$ cat src/rtl/riscv_mem_pkg.sv
// riscv_mem_pkg: access-size encodings shared with riscv_memory and the LSU FSM state encoding.
package riscv_mem_pkg;
    localparam logic [1:0] SIZE_BYTE = 2'd0;
    localparam logic [1:0] SIZE_HALF = 2'd1;
    localparam logic [1:0] SIZE_WORD = 2'd2;
    typedef enum logic [1:0] {IDLE, ACCESS, WAIT, ERR} lsu_state_e;
endpackage

$ cat src/rtl/riscv_lsu_if.sv
// riscv_lsu_if: core request/response handshake plus the riscv_memory data port seen by the LSU.
interface riscv_lsu_if;
    logic        req_valid_i;
    logic        req_ready_o;
    logic        req_we_i;
    logic [31:0] req_addr_i;
    logic [31:0] req_wdata_i;
    logic [1:0]  req_size_i;
    logic        req_unsigned_i;
    logic        rsp_valid_o;
    logic [31:0] rsp_rdata_o;
    logic        rsp_err_o;
    logic [31:0] daddr_o;
    logic [31:0] dwdata_o;
    logic [1:0]  dsize_o;
    logic        drd_o;
    logic        dwr_o;
    logic [31:0] drdata_i;
    modport slave (
        input  req_valid_i, req_we_i, req_addr_i, req_wdata_i, req_size_i, req_unsigned_i, drdata_i,
        output req_ready_o, rsp_valid_o, rsp_rdata_o, rsp_err_o, daddr_o, dwdata_o, dsize_o, drd_o, dwr_o
    );
    modport master (
        output req_valid_i, req_we_i, req_addr_i, req_wdata_i, req_size_i, req_unsigned_i, drdata_i,
        input  req_ready_o, rsp_valid_o, rsp_rdata_o, rsp_err_o, daddr_o, dwdata_o, dsize_o, drd_o, dwr_o
    );
endinterface

$ cat src/rtl/riscv_lsu_load_align.sv
// riscv_lsu_load_align: picks the addressed byte/half out of the memory word and sign/zero-extends it.
module riscv_lsu_load_align
    import riscv_mem_pkg::*;
(
    input  logic [31:0] drdata_i,
    input  logic [1:0]  offset_i,
    input  logic [1:0]  size_i,
    input  logic        unsigned_i,
    output logic [31:0] rdata_o
);
    logic [15:0] lane;
    assign lane = 16'(drdata_i >> {offset_i, 3'b000});
    assign rdata_o = size_i == SIZE_BYTE ? {{24{~unsigned_i & lane[7]}}, lane[7:0]} :
                     size_i == SIZE_HALF ? {{16{~unsigned_i & lane[15]}}, lane} : drdata_i;
endmodule

$ cat src/rtl/riscv_lsu.sv
// riscv_lsu: one-at-a-time load/store unit driving the riscv_memory data port.
// Define RISCV_LSU_ALIGN_CHECK_EN to fault misaligned/illegal requests instead of silently aligning them.
module riscv_lsu
    import riscv_mem_pkg::*;
#(
    parameter int unsigned MEM_LATENCY = 1
) (
    input logic        clk_i,
    input logic        reset_i,
    riscv_lsu_if.slave bus
);
    lsu_state_e  state_q, state_d;
    logic [2:0]  cnt_q, cnt_d;
    logic        we_q, we_d, uns_q, uns_d;
    logic        valid_q, valid_d, err_q, err_d;
    logic [31:0] daddr_q, daddr_d, dwdata_q, dwdata_d, rdata_q, rdata_d;
    logic [1:0]  dsize_q, dsize_d;
    logic [1:0]  size_n;
    logic [31:0] addr_n, wdata_r, load_data;
`ifdef RISCV_LSU_ALIGN_CHECK_EN
    logic bad;
    assign size_n = bus.req_size_i;
    assign addr_n = bus.req_addr_i;
    assign bad = (bus.req_size_i == 2'd3) | (bus.req_size_i == SIZE_HALF & bus.req_addr_i[0]) |
                 (bus.req_size_i == SIZE_WORD & |bus.req_addr_i[1:0]);
`else
    // Without fault checking, size 3 is a word and offending low address bits are dropped.
    assign size_n = bus.req_size_i == 2'd3 ? SIZE_WORD : bus.req_size_i;
    assign addr_n = size_n == SIZE_WORD ? {bus.req_addr_i[31:2], 2'b00} :
                    size_n == SIZE_HALF ? {bus.req_addr_i[31:1], 1'b0} : bus.req_addr_i;
`endif
    assign wdata_r = size_n == SIZE_BYTE ? {4{bus.req_wdata_i[7:0]}} :
                     size_n == SIZE_HALF ? {2{bus.req_wdata_i[15:0]}} : bus.req_wdata_i;
    riscv_lsu_load_align u_align (
        .drdata_i  (bus.drdata_i),
        .offset_i  (daddr_q[1:0]),
        .size_i    (dsize_q),
        .unsigned_i(uns_q),
        .rdata_o   (load_data)
    );
    always_comb begin
        state_d  = state_q;
        cnt_d    = cnt_q;
        we_d     = we_q;
        uns_d    = uns_q;
        daddr_d  = daddr_q;
        dwdata_d = dwdata_q;
        dsize_d  = dsize_q;
        rdata_d  = rdata_q;
        valid_d  = 1'b0;
        err_d    = 1'b0;
        case (state_q)
            IDLE: if (bus.req_valid_i) begin
                we_d  = bus.req_we_i;
                uns_d = bus.req_unsigned_i;
`ifdef RISCV_LSU_ALIGN_CHECK_EN
                if (bad) state_d = ERR;
                else
`endif
                begin
                    state_d  = ACCESS;
                    daddr_d  = addr_n;
                    dwdata_d = wdata_r;
                    dsize_d  = size_n;
                end
            end
            ACCESS: begin
                state_d = we_q ? IDLE : WAIT;
                cnt_d   = 3'(MEM_LATENCY - 1);
                valid_d = we_q;
                rdata_d = we_q ? '0 : rdata_q;
            end
            WAIT: begin
                state_d = cnt_q == 3'd0 ? IDLE : WAIT;
                cnt_d   = cnt_q == 3'd0 ? cnt_q : cnt_q - 3'd1;
                valid_d = cnt_q == 3'd0;
                rdata_d = cnt_q == 3'd0 ? load_data : rdata_q;
            end
`ifdef RISCV_LSU_ALIGN_CHECK_EN
            ERR: begin
                state_d = IDLE;
                valid_d = 1'b1;
                err_d   = 1'b1;
                rdata_d = '0;
            end
`endif
            default: state_d = IDLE;
        endcase
    end
    always_ff @(posedge clk_i or posedge reset_i) begin
        if (reset_i) begin
            state_q  <= IDLE;
            cnt_q    <= '0;
            we_q     <= 1'b0;
            uns_q    <= 1'b0;
            valid_q  <= 1'b0;
            err_q    <= 1'b0;
            daddr_q  <= '0;
            dwdata_q <= '0;
            dsize_q  <= SIZE_WORD;
            rdata_q  <= '0;
        end else begin
            state_q  <= state_d;
            cnt_q    <= cnt_d;
            we_q     <= we_d;
            uns_q    <= uns_d;
            valid_q  <= valid_d;
            err_q    <= err_d;
            daddr_q  <= daddr_d;
            dwdata_q <= dwdata_d;
            dsize_q  <= dsize_d;
            rdata_q  <= rdata_d;
        end
    end
    assign bus.req_ready_o = state_q == IDLE;
    assign bus.drd_o       = state_q == ACCESS & ~we_q;
    assign bus.dwr_o       = state_q == ACCESS & we_q;
    assign bus.rsp_valid_o = valid_q;
    assign bus.rsp_err_o   = err_q;
    assign bus.rsp_rdata_o = rdata_q;
    assign bus.daddr_o     = daddr_q;
    assign bus.dwdata_o    = dwdata_q;
    assign bus.dsize_o     = dsize_q;
endmodule
$ cat src/flat_wrapper.sv
// flat-port wrapper written by rule: the top's interface ports become plain ports
module riscv_lsu_flat import riscv_mem_pkg::*;
#(
    parameter int unsigned MEM_LATENCY = 1
)
  (clk_i, reset_i, bus_req_valid_i, bus_req_we_i, bus_req_addr_i, bus_req_wdata_i, bus_req_size_i, bus_req_unsigned_i, bus_drdata_i, bus_req_ready_o, bus_rsp_valid_o, bus_rsp_rdata_o, bus_rsp_err_o, bus_daddr_o, bus_dwdata_o, bus_dsize_o, bus_drd_o, bus_dwr_o);
  riscv_lsu_if bus_i ();
  input logic clk_i;
  input logic reset_i;
  input wire logic [$bits(bus_i.req_valid_i)-1:0] bus_req_valid_i;
  input wire logic [$bits(bus_i.req_we_i)-1:0] bus_req_we_i;
  input wire logic [$bits(bus_i.req_addr_i)-1:0] bus_req_addr_i;
  input wire logic [$bits(bus_i.req_wdata_i)-1:0] bus_req_wdata_i;
  input wire logic [$bits(bus_i.req_size_i)-1:0] bus_req_size_i;
  input wire logic [$bits(bus_i.req_unsigned_i)-1:0] bus_req_unsigned_i;
  input wire logic [$bits(bus_i.drdata_i)-1:0] bus_drdata_i;
  output wire logic [$bits(bus_i.req_ready_o)-1:0] bus_req_ready_o;
  output wire logic [$bits(bus_i.rsp_valid_o)-1:0] bus_rsp_valid_o;
  output wire logic [$bits(bus_i.rsp_rdata_o)-1:0] bus_rsp_rdata_o;
  output wire logic [$bits(bus_i.rsp_err_o)-1:0] bus_rsp_err_o;
  output wire logic [$bits(bus_i.daddr_o)-1:0] bus_daddr_o;
  output wire logic [$bits(bus_i.dwdata_o)-1:0] bus_dwdata_o;
  output wire logic [$bits(bus_i.dsize_o)-1:0] bus_dsize_o;
  output wire logic [$bits(bus_i.drd_o)-1:0] bus_drd_o;
  output wire logic [$bits(bus_i.dwr_o)-1:0] bus_dwr_o;
  assign bus_i.req_valid_i = bus_req_valid_i;
  assign bus_i.req_we_i = bus_req_we_i;
  assign bus_i.req_addr_i = bus_req_addr_i;
  assign bus_i.req_wdata_i = bus_req_wdata_i;
  assign bus_i.req_size_i = bus_req_size_i;
  assign bus_i.req_unsigned_i = bus_req_unsigned_i;
  assign bus_i.drdata_i = bus_drdata_i;
  assign bus_req_ready_o = bus_i.req_ready_o;
  assign bus_rsp_valid_o = bus_i.rsp_valid_o;
  assign bus_rsp_rdata_o = bus_i.rsp_rdata_o;
  assign bus_rsp_err_o = bus_i.rsp_err_o;
  assign bus_daddr_o = bus_i.daddr_o;
  assign bus_dwdata_o = bus_i.dwdata_o;
  assign bus_dsize_o = bus_i.dsize_o;
  assign bus_drd_o = bus_i.drd_o;
  assign bus_dwr_o = bus_i.dwr_o;
  riscv_lsu #(.MEM_LATENCY(MEM_LATENCY)) u_core (.clk_i(clk_i), .reset_i(reset_i), .bus(bus_i));
endmodule
$ cat config.mk
export PLATFORM = sky130hd
export DESIGN_NAME = riscv_lsu_flat
export DESIGN_NICKNAME = d
export VERILOG_FILES = /design/src/rtl/riscv_mem_pkg.sv /design/src/rtl/riscv_lsu_if.sv /design/src/rtl/riscv_lsu_load_align.sv /design/src/rtl/riscv_lsu.sv /design/src/flat_wrapper.sv
export SDC_FILE = /design/constraint.sdc
export NUM_CORES = 1
export LEC_CHECK = 0
export CAP_MARGIN = 20
export CORE_MARGIN = 2
export CORE_UTILIZATION = 40
export CTS_CLUSTER_DIAMETER = 50
export CTS_CLUSTER_SIZE = 10
export DETAILED_ROUTE_END_ITERATION = 6
export PLACE_DENSITY_LB_ADDON = 0.15
export SETUP_SLACK_MARGIN = 0.5
export SYNTH_ARGS = -nofsm -noshare
export SYNTH_HDL_FRONTEND = slang
export SYNTH_SLANG_ARGS = --single-unit
$ cat constraint.sdc
create_clock -name clk_i -period 7.8 [get_ports clk_i]
set_input_delay 0.78 -clock clk_i [delete_from_list [all_inputs] [get_ports clk_i]]
set_output_delay 0.78 -clock clk_i [all_outputs]
set_load 0.01 [all_outputs]
Word level (Yosys, flattened, before mapping)
Cells that the tools add are included.
{ "totals": {"register_bits": 106, "out_inout_bits": 103, "word_cells": 52} }
{ "classes": {"add_sub_neg": 1, "n_eq_ne": 10, "n_shift": 1, "muxes": 17, "bitwise": 6, "reduce_logical": 8} }
{ "ops": {"columns": ["cell", "n"], "rows": [
  ["$mux 32", 6],
  ["$pmux 32 s2", 1],
  ["$shr 32x5->16", 1],
  ["$mux 2", 5],
  ["$eq 2x1->1 const B", 3],
  ["$eq 2x2->1 const B", 3],
  ["$logic_not 2->1", 3],
  ["$pmux 2 s3", 1],
  ["$pmux 3 s2", 1],
  ["$and 1x1->1", 4],
  ["$ne 2x1->1 const B", 2],
  ["$ne 2x2->1 const B", 2],
  ["$reduce_and 2->1", 2],
  ["$logic_not 3->1", 1],
  ["$mux 3", 1],
  ["$reduce_and 3->1", 1],
  ["$sub 3x1->3 const B", 1],
  ["$not 1->1", 2],
  ["$pmux 1 s2", 1],
  ["$reduce_bool 2->1", 1],
  ["$mux 1", 1]
]} }

Depth between registers and ports, before layout
Gate-level depths: netlist of run 1.
{ "logic_depth": {"word_depth": 6, "ltp_mapped": 8, "depth_no_buf": 7} }

Cells and area by module
A second synthesis of run 1 with hierarchy kept.
{ "unflattened": {"cells_unflattened": 639, "hier_area_um2": 5684.2} }
{ "modules_own_cells": {"columns": ["module", "instances", "cells_per_inst", "area_per_inst_um2", "seq_area_each_um2"], "rows": [
  ["riscv_lsu", 1, 477, 4616.9, 2653.8],
  ["riscv_lsu_load_align", 1, 162, 1067.3, 0.0]
]} }

Worst setup path before layout of run 1
No wires, ideal clock.
{ "synth_timing": {"path_type": "input port to flip-flop", "startpoint": "input bus_req_valid_i", "endpoint": "register u_core.daddr_q[10], in the netlist u_core.bus.daddr_o[10]", "setup_ns": 0.125, "arrival_ns": 1.784, "required_time_ns": 7.675, "slack_ns": 5.891, "path_stages": 4, "path_buffers": 2, "cell_sequence": "nand2_1 clkbuf_1 buf_2 mux2_2"} }
{ "synth_between": {"elab_chain_len": 1} }
{ "synth_lines": {"columns": ["item", "line_no", "rtl"], "rows": [
  ["start, declared", "flat_wrapper.sv:10", "input wire logic [$bits(bus_i.req_valid_i)-1:0] bus_req_valid_i;"],
  ["$reduce_and 2->1 (no line)", null, null],
  ["end signal, assigned", "riscv_lsu.sv:109", "daddr_q <= daddr_d;"],
  ["end, declared", "riscv_lsu.sv:16", "logic [31:0] daddr_q, daddr_d, dwdata_q, dwdata_d, rdata_q, rdata_d;"]
]} }
No other way between the ends.
A chain may end at the register's enable or synchronous reset.

Final worst setup path of run 1
{ "layout_timing": {"startpoint": "register u_core.daddr_q[0], in the netlist u_core.bus.daddr_o[0]", "endpoint": "output bus_daddr_o[0]"} }
{ "layout_lines": {"columns": ["item", "line_no", "rtl"], "rows": [
  ["end, declared", "flat_wrapper.sv:21", "output wire logic [$bits(bus_i.daddr_o)-1:0] bus_daddr_o;"]
]} }
No word-level cell between the ends.

==> qor.csv, run 1 <==
stage,metric,value,unit
critical_path,Worst setup EP type,output pin,
sta,setup slack after layout,5.04,ns
cts,CTS resizes,0,
logic_synthesis,Ys Warns,0,
cts,H-tree depth,3,
cts,clk slew on worst S/H paths,0.07,ns
placement,Post-Place Worst Slack,5.14,ns
sta,setup violators final,0,
final_layout,"commonest non-fill, non-tap cell in the layout",clkdlybuf4s50_1,
floorplanning,die span in y,115,µm
floorplanning,area of the die,13300,µm²
final_layout,Inserted Diodes,0,
sta,setup TNS,0,ns
sta,Period minus WS final,2.76,ns
critical_path,CP endpoint,bus_daddr_o[0],
detailed_routing,via/cell ratio,5.03,
detailed_routing,Pre-antenna DRT Iters,4,
sta,Worst-Margin Slew,0.968,ns
critical_path,CP required,7.02,ns
critical_path,crit path cell chain,clkdlybuf4s50_1,
sta,f_max,362,MHz
grt,first-pass GRT wire length,21300,µm
critical_path,cell count of the worst reg-to-reg path,6,
logic_synthesis,Synth Area in Compound Gates,0.145,
logic_synthesis,Post-Synth Adder-Cell Area,0.0177,
critical_path,Crit path depth,1,
cts,hold_buf cts,0,
final_layout,Syn-to-layout area delta,49.8,%
logic_synthesis,Mapped Avg Cell Area,11.2,µm²
logic_synthesis,"Distinct cells, synth",44,
cts,Num CTS Buffers,9,
cts,Clock Latency Late Sink,0.35,ns
sta,RSZ-0062 raised after global routing,no,
detailed_routing,antenna-violating nets left,0,
worst_hold_path,worst hold path class,reg -> reg,
sta,WHS,0.478,ns
outcome,status,"complete, no violations",
grt,largest net degree at the start of global routing,96,
critical_path,Worst Path Arrival,1.98,ns
critical_path,RR Endpoint,u_core.bus.rsp_rdata_o[10],
grt,aggregate global-route resource usage,0.205,
logic_synthesis,Syn Nets,554,
critical_path,CP Class,reg -> out,
critical_path,Crit. Startpoint,u_core.bus.daddr_o[0],
logic_synthesis,Mapped Area,4960,µm²
placement,post-DP HPWL,10000,µm
critical_path,"Largest stage delay, worst path",0.93,ns
sta,Layout Skew,0.00539,ns
pwr,P per Cell Area,362,nW/µm²
cts,TritonCTS clock tree,built,
cts,Root Buffer,clkbuf_16,
sta,Final Max Slew Viols,0,
floorplanning,die extent in x,115,µm
flow_run,Max Cap Viol,0,
floorplanning,# IOs,206,
final_layout,Layout Nets,744,
logic_synthesis,main combinational cell family by area after synthesis,multiplexers,
detailed_routing,post-DR wirelength/cell,16.7,µm
critical_path,CP max stage cell,dfrtp_1,
pwr,peak supply drop,0.221,mV
logic_synthesis,Synth async-reset ratio,1.00,
logic_synthesis,post-synthesis simple-gate area fraction,0.0968,
detailed_routing,vias,4058,
grt,gr ovfl total,0,
logic_synthesis,Post-Synth XOR/XNOR Area,0.00177,
critical_path,startpoint types,flop,
critical_path,crit path buf inv count,1,
floorplanning,Core Area,12100,µm²
critical_path,Crit path max-delay family,flip-flops,
critical_path,RR Startpoint,u_core.state_q[0],
logic_synthesis,mux cell area share after synthesis,0.165,
cts,clk sink count,106,
critical_path,critical-path maximum fanout,31,
sta,fin crit share,0.354,
sta,Rel. slew slack,0.355,
cts,CTS max path bufs,2,
sta,final hold vios,0,
placement,Buffers on Ports,204,
logic_synthesis,Syn Inst Count,444,
detailed_routing,# DRC,0,
logic_synthesis,Yosys reg bits,106,
placement,gpl congestion,0.780,
logic_synthesis,Post-synth EDFFs,0,
grt,initial antenna violation count,1,
logic_synthesis,sequential-to-total area share from yosys stat,0.535,
floorplanning,Starting Density,0.411,
pwr,LEAKAGE,3.16,nW
detailed_routing,DRT Wirelength,13500,µm
logic_synthesis,Synth Flop Type,dfrtp_1,
final_layout,"Core Util, Final",0.616,
final_layout,share of layout cells above drive strength 1,0.113,
detailed_routing,DR iter-0 viols,251,
final_layout,most frequent cells in the layout,"clkdlybuf4s50_1, dfrtp_1, nand2_1",
grt,vias in the first global route,4133,
cts,setup bufs post-CTS,0,
floorplanning,Rows,40,
critical_path,Worst R2R Setup Slack,5.38,ns
metal layers:
layer | vias up | share of wire | global-route usage
met5 | - | 0 | 0
met4 | 0 | 0.011 | 0.0602
met3 | 11 | 0.10 | 0.0807
met2 | 137 | 0.47 | 0.331
met1 | 1951 | 0.42 | 0.256
li1 | 1959 | - | -
stage by stage:
step                total power (W)  cells  area [µm²]
floorplan                   0.00159    444        4960
global placement            0.00224    789        7110
detailed placement          0.00227    790        7120
CTS                         0.00272    806        7410
global route                0.00287    807        7430
finish                      0.00269    807        7430
layout make-up:
type / count / area, µm²
repair buffers: 210 / 2110
clock buffers: 12 / 256
fillers: 1022 / 4630
flip-flops and latches: 106 / 2650
multi-input cells: 296 / 2130
clock inverters: 4 / 26.3
inverters: 11 / 43.8
well taps: 168 / 210
Yosys cell counts (5+ instances only):
master	instances	area (µm²)
nand2b_1	10	62.6
inv_1	11	41.3
buf_2	10	50.1
o221ai_1	6	52.6
a22oi_1	5	37.5
ha_1	7	87.6
clkbuf_1	15	56.3
a221o_1	17	170
a211oi_1	5	37.5
nand2_1	57	214
mux2_2	41	462
a21oi_1	15	75.1
mux2i_1	32	320
nor2_1	20	75.1
o21ai_0	39	195
nor3b_1	5	37.5
dfrtp_1	105	2630
where the power goes:
group	internal (W)	switching (W)
logic	0.000717	0.000577
registers	0.000795	0.000164
clock network	0.000234	0.000201
total	0.00175	0.000942
kinds of logic (layout without fill, tap and decap cells):
| group | after synthesis | after routing |
|---|---|---|
| xor+xnor | 1 | 1 |
| flops | 106 | 106 |
| simple gates | 107 | 107 |
| compound gates | 105 | 105 |
| mux | 75 | 75 |
| fa+ha+maj | 7 | 7 |
| other cells | 1 | 1 |
| buf+inv | 42 | 237 |
registers in the layout, indices dropped and copies added, names as in the netlist:
register	count
u_core.bus.dsize_o	2
u_core.bus.dwdata_o	32
u_core.state_q	2
u_core.bus.rsp_valid_o	1
u_core.bus.daddr_o	32
u_core.uns_q	1
u_core.bus.rsp_rdata_o	32
u_core.we_q	1
u_core.cnt_q	3
worst min-delay path by stage:
stage                              startpoint                         to  cells past startpoint  slack (ns)
floorplan                     u_core.cnt_q[1]            u_core.cnt_q[1]                      2        0.45
global placement    u_core.bus.rsp_rdata_o[0]  u_core.bus.rsp_rdata_o[0]                      2        0.46
detailed placement  u_core.bus.rsp_rdata_o[3]  u_core.bus.rsp_rdata_o[3]                      2        0.46
CTS                 u_core.bus.rsp_rdata_o[3]  u_core.bus.rsp_rdata_o[3]                      2        0.48
global route           u_core.bus.dwdata_o[8]     u_core.bus.dwdata_o[8]                      2        0.51
finish              u_core.bus.rsp_rdata_o[3]  u_core.bus.rsp_rdata_o[3]                      2        0.48
(Power assumes the default switching activity.)
==> inputs of run 2 (changes only) <==
--- a/config.mk
+++ b/config.mk
@@ -7,7 +7,7 @@
 export LEC_CHECK = 0
 export CAP_MARGIN = 20
 export CORE_MARGIN = 2
-export CORE_UTILIZATION = 40
+export CORE_UTILIZATION = 39
 export CTS_CLUSTER_DIAMETER = 50
 export CTS_CLUSTER_SIZE = 10
 export DETAILED_ROUTE_END_ITERATION = 6
==> constraint.sdc (replaced) <==
create_clock -name clk_i -period 2.3 [get_ports clk_i]
set_input_delay 0.23 -clock clk_i [delete_from_list [all_inputs] [get_ports clk_i]]
set_output_delay 0.23 -clock clk_i [all_outputs]
set_load 0.01 [all_outputs]
==> run 2 against run 1 <==
Effect of this change: critical path depth is 3 higher; flip-flop and latch count stayed put; core utilization is 1.1 points higher; critical endpoint is now u_core.bus.rsp_rdata_o[23]; cell area is 5.6% higher; combinational power grew to 4.0 times the previous value; first-iteration DRC count is 11% lower; power grew to 3.7 times the previous value; routed wire length is 9.4% higher; critical path type is now reg -> reg; sequential power grew to 3.3 times the previous value.
==> qor.csv, run 2 (same netlist as run 1, synthesis figures left out) <==
stage,metric,value,unit,change
cts,clk slew on worst S/H paths,0.07,ns,about the same
floorplanning,# IOs,206,,unchanged
detailed_routing,DR iter-0 viols,224,,-11%
cts,Root Buffer,clkbuf_16,,
sta,final hold vios,0,,unchanged
critical_path,CP Class,reg -> reg,,
sta,Worst-Margin Slew,0.696,ns,-0.272 ns
sta,setup violators final,0,,unchanged
placement,Post-Place Worst Slack,-0.0378,ns,-5.17 ns
placement,post-DP HPWL,10300,µm,+2.6%
floorplanning,area of the die,13600,µm²,+2.5%
final_layout,share of layout cells above drive strength 1,0.170,,+0.0575
cts,CTS max path bufs,2,,unchanged
outcome,status,"complete, no violations",,
detailed_routing,vias,4270,,+5.2%
grt,first-pass GRT wire length,22800,µm,+6.8%
critical_path,CP max stage cell,nor3_1,,
grt,vias in the first global route,4450,,+7.7%
critical_path,startpoint types,flop,,
final_layout,"Core Util, Final",0.627,,+0.0106
detailed_routing,# DRC,0,,unchanged
critical_path,CP required,2.58,ns,-4.44 ns
grt,aggregate global-route resource usage,0.219,,+0.0137
critical_path,Crit path max-delay family,simple AND/OR/NAND/NOR gates,,
sta,setup slack after layout,0.530,ns,-4.51 ns
cts,Num CTS Buffers,9,,unchanged
pwr,P per Cell Area,1280,nW/µm²,+250%
floorplanning,Rows,41,,+2.5%
critical_path,critical-path maximum fanout,8,,-74%
detailed_routing,via/cell ratio,5.11,,+1.6%
grt,initial antenna violation count,0,,-1
cts,clk sink count,106,,unchanged
final_layout,"commonest non-fill, non-tap cell in the layout",clkdlybuf4s50_1,,
placement,gpl congestion,0.832,,+6.7%
cts,Clock Latency Late Sink,0.35,ns,about the same
cts,TritonCTS clock tree,built,,
final_layout,Post-Layout Cell Count,836,,+3.6%
sta,Layout Skew,0.00794,ns,+0.00255 ns
pwr,LEAKAGE,3.36,nW,+6.0%
critical_path,Crit. Startpoint,u_core.bus.daddr_o[1],,
worst_hold_path,worst hold path class,in -> async,,
detailed_routing,Pre-antenna DRT Iters,4,,unchanged
final_layout,Inserted Diodes,0,,unchanged
placement,Buffers on Ports,204,,unchanged
pwr,peak supply drop,0.687,mV,+210%
grt,largest net degree at the start of global routing,107,,+11%
detailed_routing,post-DR wirelength/cell,17.6,µm,+5.6%
cts,hold_buf cts,0,,unchanged
final_layout,Syn-to-layout area delta,58.1,%,
critical_path,"Largest stage delay, worst path",0.55,ns,-0.38 ns
floorplanning,Core Area,12500,µm²,+3.8%
sta,fin crit share,0.770,,
sta,RSZ-0062 raised after global routing,no,,
sta,WHS,0.371,ns,-0.107 ns
critical_path,crit path buf inv count,0,,-1
cts,H-tree depth,3,,unchanged
detailed_routing,antenna-violating nets left,0,,unchanged
sta,Rel. slew slack,0.532,,+0.178
detailed_routing,DRT Wirelength,14700,µm,+9.4%
floorplanning,die extent in x,117,µm,+1.2%
grt,gr ovfl total,0,,unchanged
placement,Inst Count DP,807,,+2.2%
final_layout,Layout Nets,769,,+3.4%
sta,f_max,565,MHz,
floorplanning,Starting Density,0.396,,-0.0150
sta,Final Max Slew Viols,0,,unchanged
sta,Period minus WS final,1.77,ns,
critical_path,RR Startpoint,u_core.bus.daddr_o[1],,
critical_path,crit path cell chain,"mux2i_2, nor3_1, o211a_4, a221o_1",,
critical_path,Worst Path Arrival,2.06,ns,+0.08 ns
final_layout,most frequent cells in the layout,"clkdlybuf4s50_1, dfrtp_1, nand2_1",,
floorplanning,die span in y,117,µm,+1.2%
flow_run,Max Cap Viol,0,,unchanged
critical_path,Worst setup EP type,flop,,
[run 2: cell count changes in the layout (fill, tap and decap cells not counted), moves of 3 or more]
cell             delta
clkdlybuf4s50_1     -4
ha_1                -5
dlygate4sd2_1       +3
ha_4                +3
buf_12              +3
dfrtp_1             -3
dfrtp_2             +3
buf_4              +14
nand3_1             -3
buf_6               +5
[run 2: tightest hold or removal path, stage by stage]
cell and delay (ns):
clkdlybuf4s50_1 0.44, clkinvlp_4 0.09, buf_12 0.41
[run 2: cell type report]
type / count / area [µm²]
Fill cell: 1062 / 4670
Sequential cell: 106 / 2660
Timing Repair Buffer: 233 / 2340
Multi-Input combinational cell: 298 / 2280
Clock buffer: 11 / 233
Tap cell: 172 / 215
Clock inverter: 5 / 78.8
Inverter: 11 / 45.0
[run 2: power by group]
part	internal, W	switching [W]	total [W]
registers	0.00270	0.000504	0.00320
logic	0.00285	0.00230	0.00516
clock network	0.000955	0.000705	0.00166
[run 2: per-layer routing]
metal / share of wire / global-route usage / vias to the layer above
li1: - / - / 2025
met2: 0.48 / 0.343 / 183
met3: 0.094 / 0.0747 / 26
met4: 0.027 / 0.0996 / 0
met1: 0.40 / 0.275 / 2036
met5: 0 / 0 / -
[run 2: final timing paths]
| path | to | cells after the start | slack (ns) |
|---|---|---|---|
| setup / recovery | u_core.bus.rsp_rdata_o[23] | 4 | 0.53 |
| hold reg to reg | u_core.bus.rsp_rdata_o[5] | 2 | 0.49 |
| hold / removal | u_core.bus.daddr_o[28] | 3 | 0.37 |
| min in group clk_i | u_core.bus.daddr_o[0] | 3 | 0.44 |
| max in group asynchronous | u_core.bus.dwdata_o[24] | 3 | 1.47 |
| setup reg to reg | u_core.bus.rsp_rdata_o[23] | 4 | 0.53 |
[run 2: through the flow]
stage | area (µm²) | setup TNS, ns | power [W]
after floorplan | 4970 | 0 | 0.00538
after global placement | 7250 | 0 | 0.00774
after detailed placement | 7250 | -0.126 | 0.00785
after CTS | 7780 | 0 | 0.00999
after global routing | 7850 | 0 | 0.0107
final | 7850 | 0 | 0.0100
[run 2: what timing repair did]
item	4_1_cts	5_1_grt
resized for setup	28	15
setup endpoints to repair	54	49
setup buffers	5	5
pin swaps	1	5
cloned	2	1
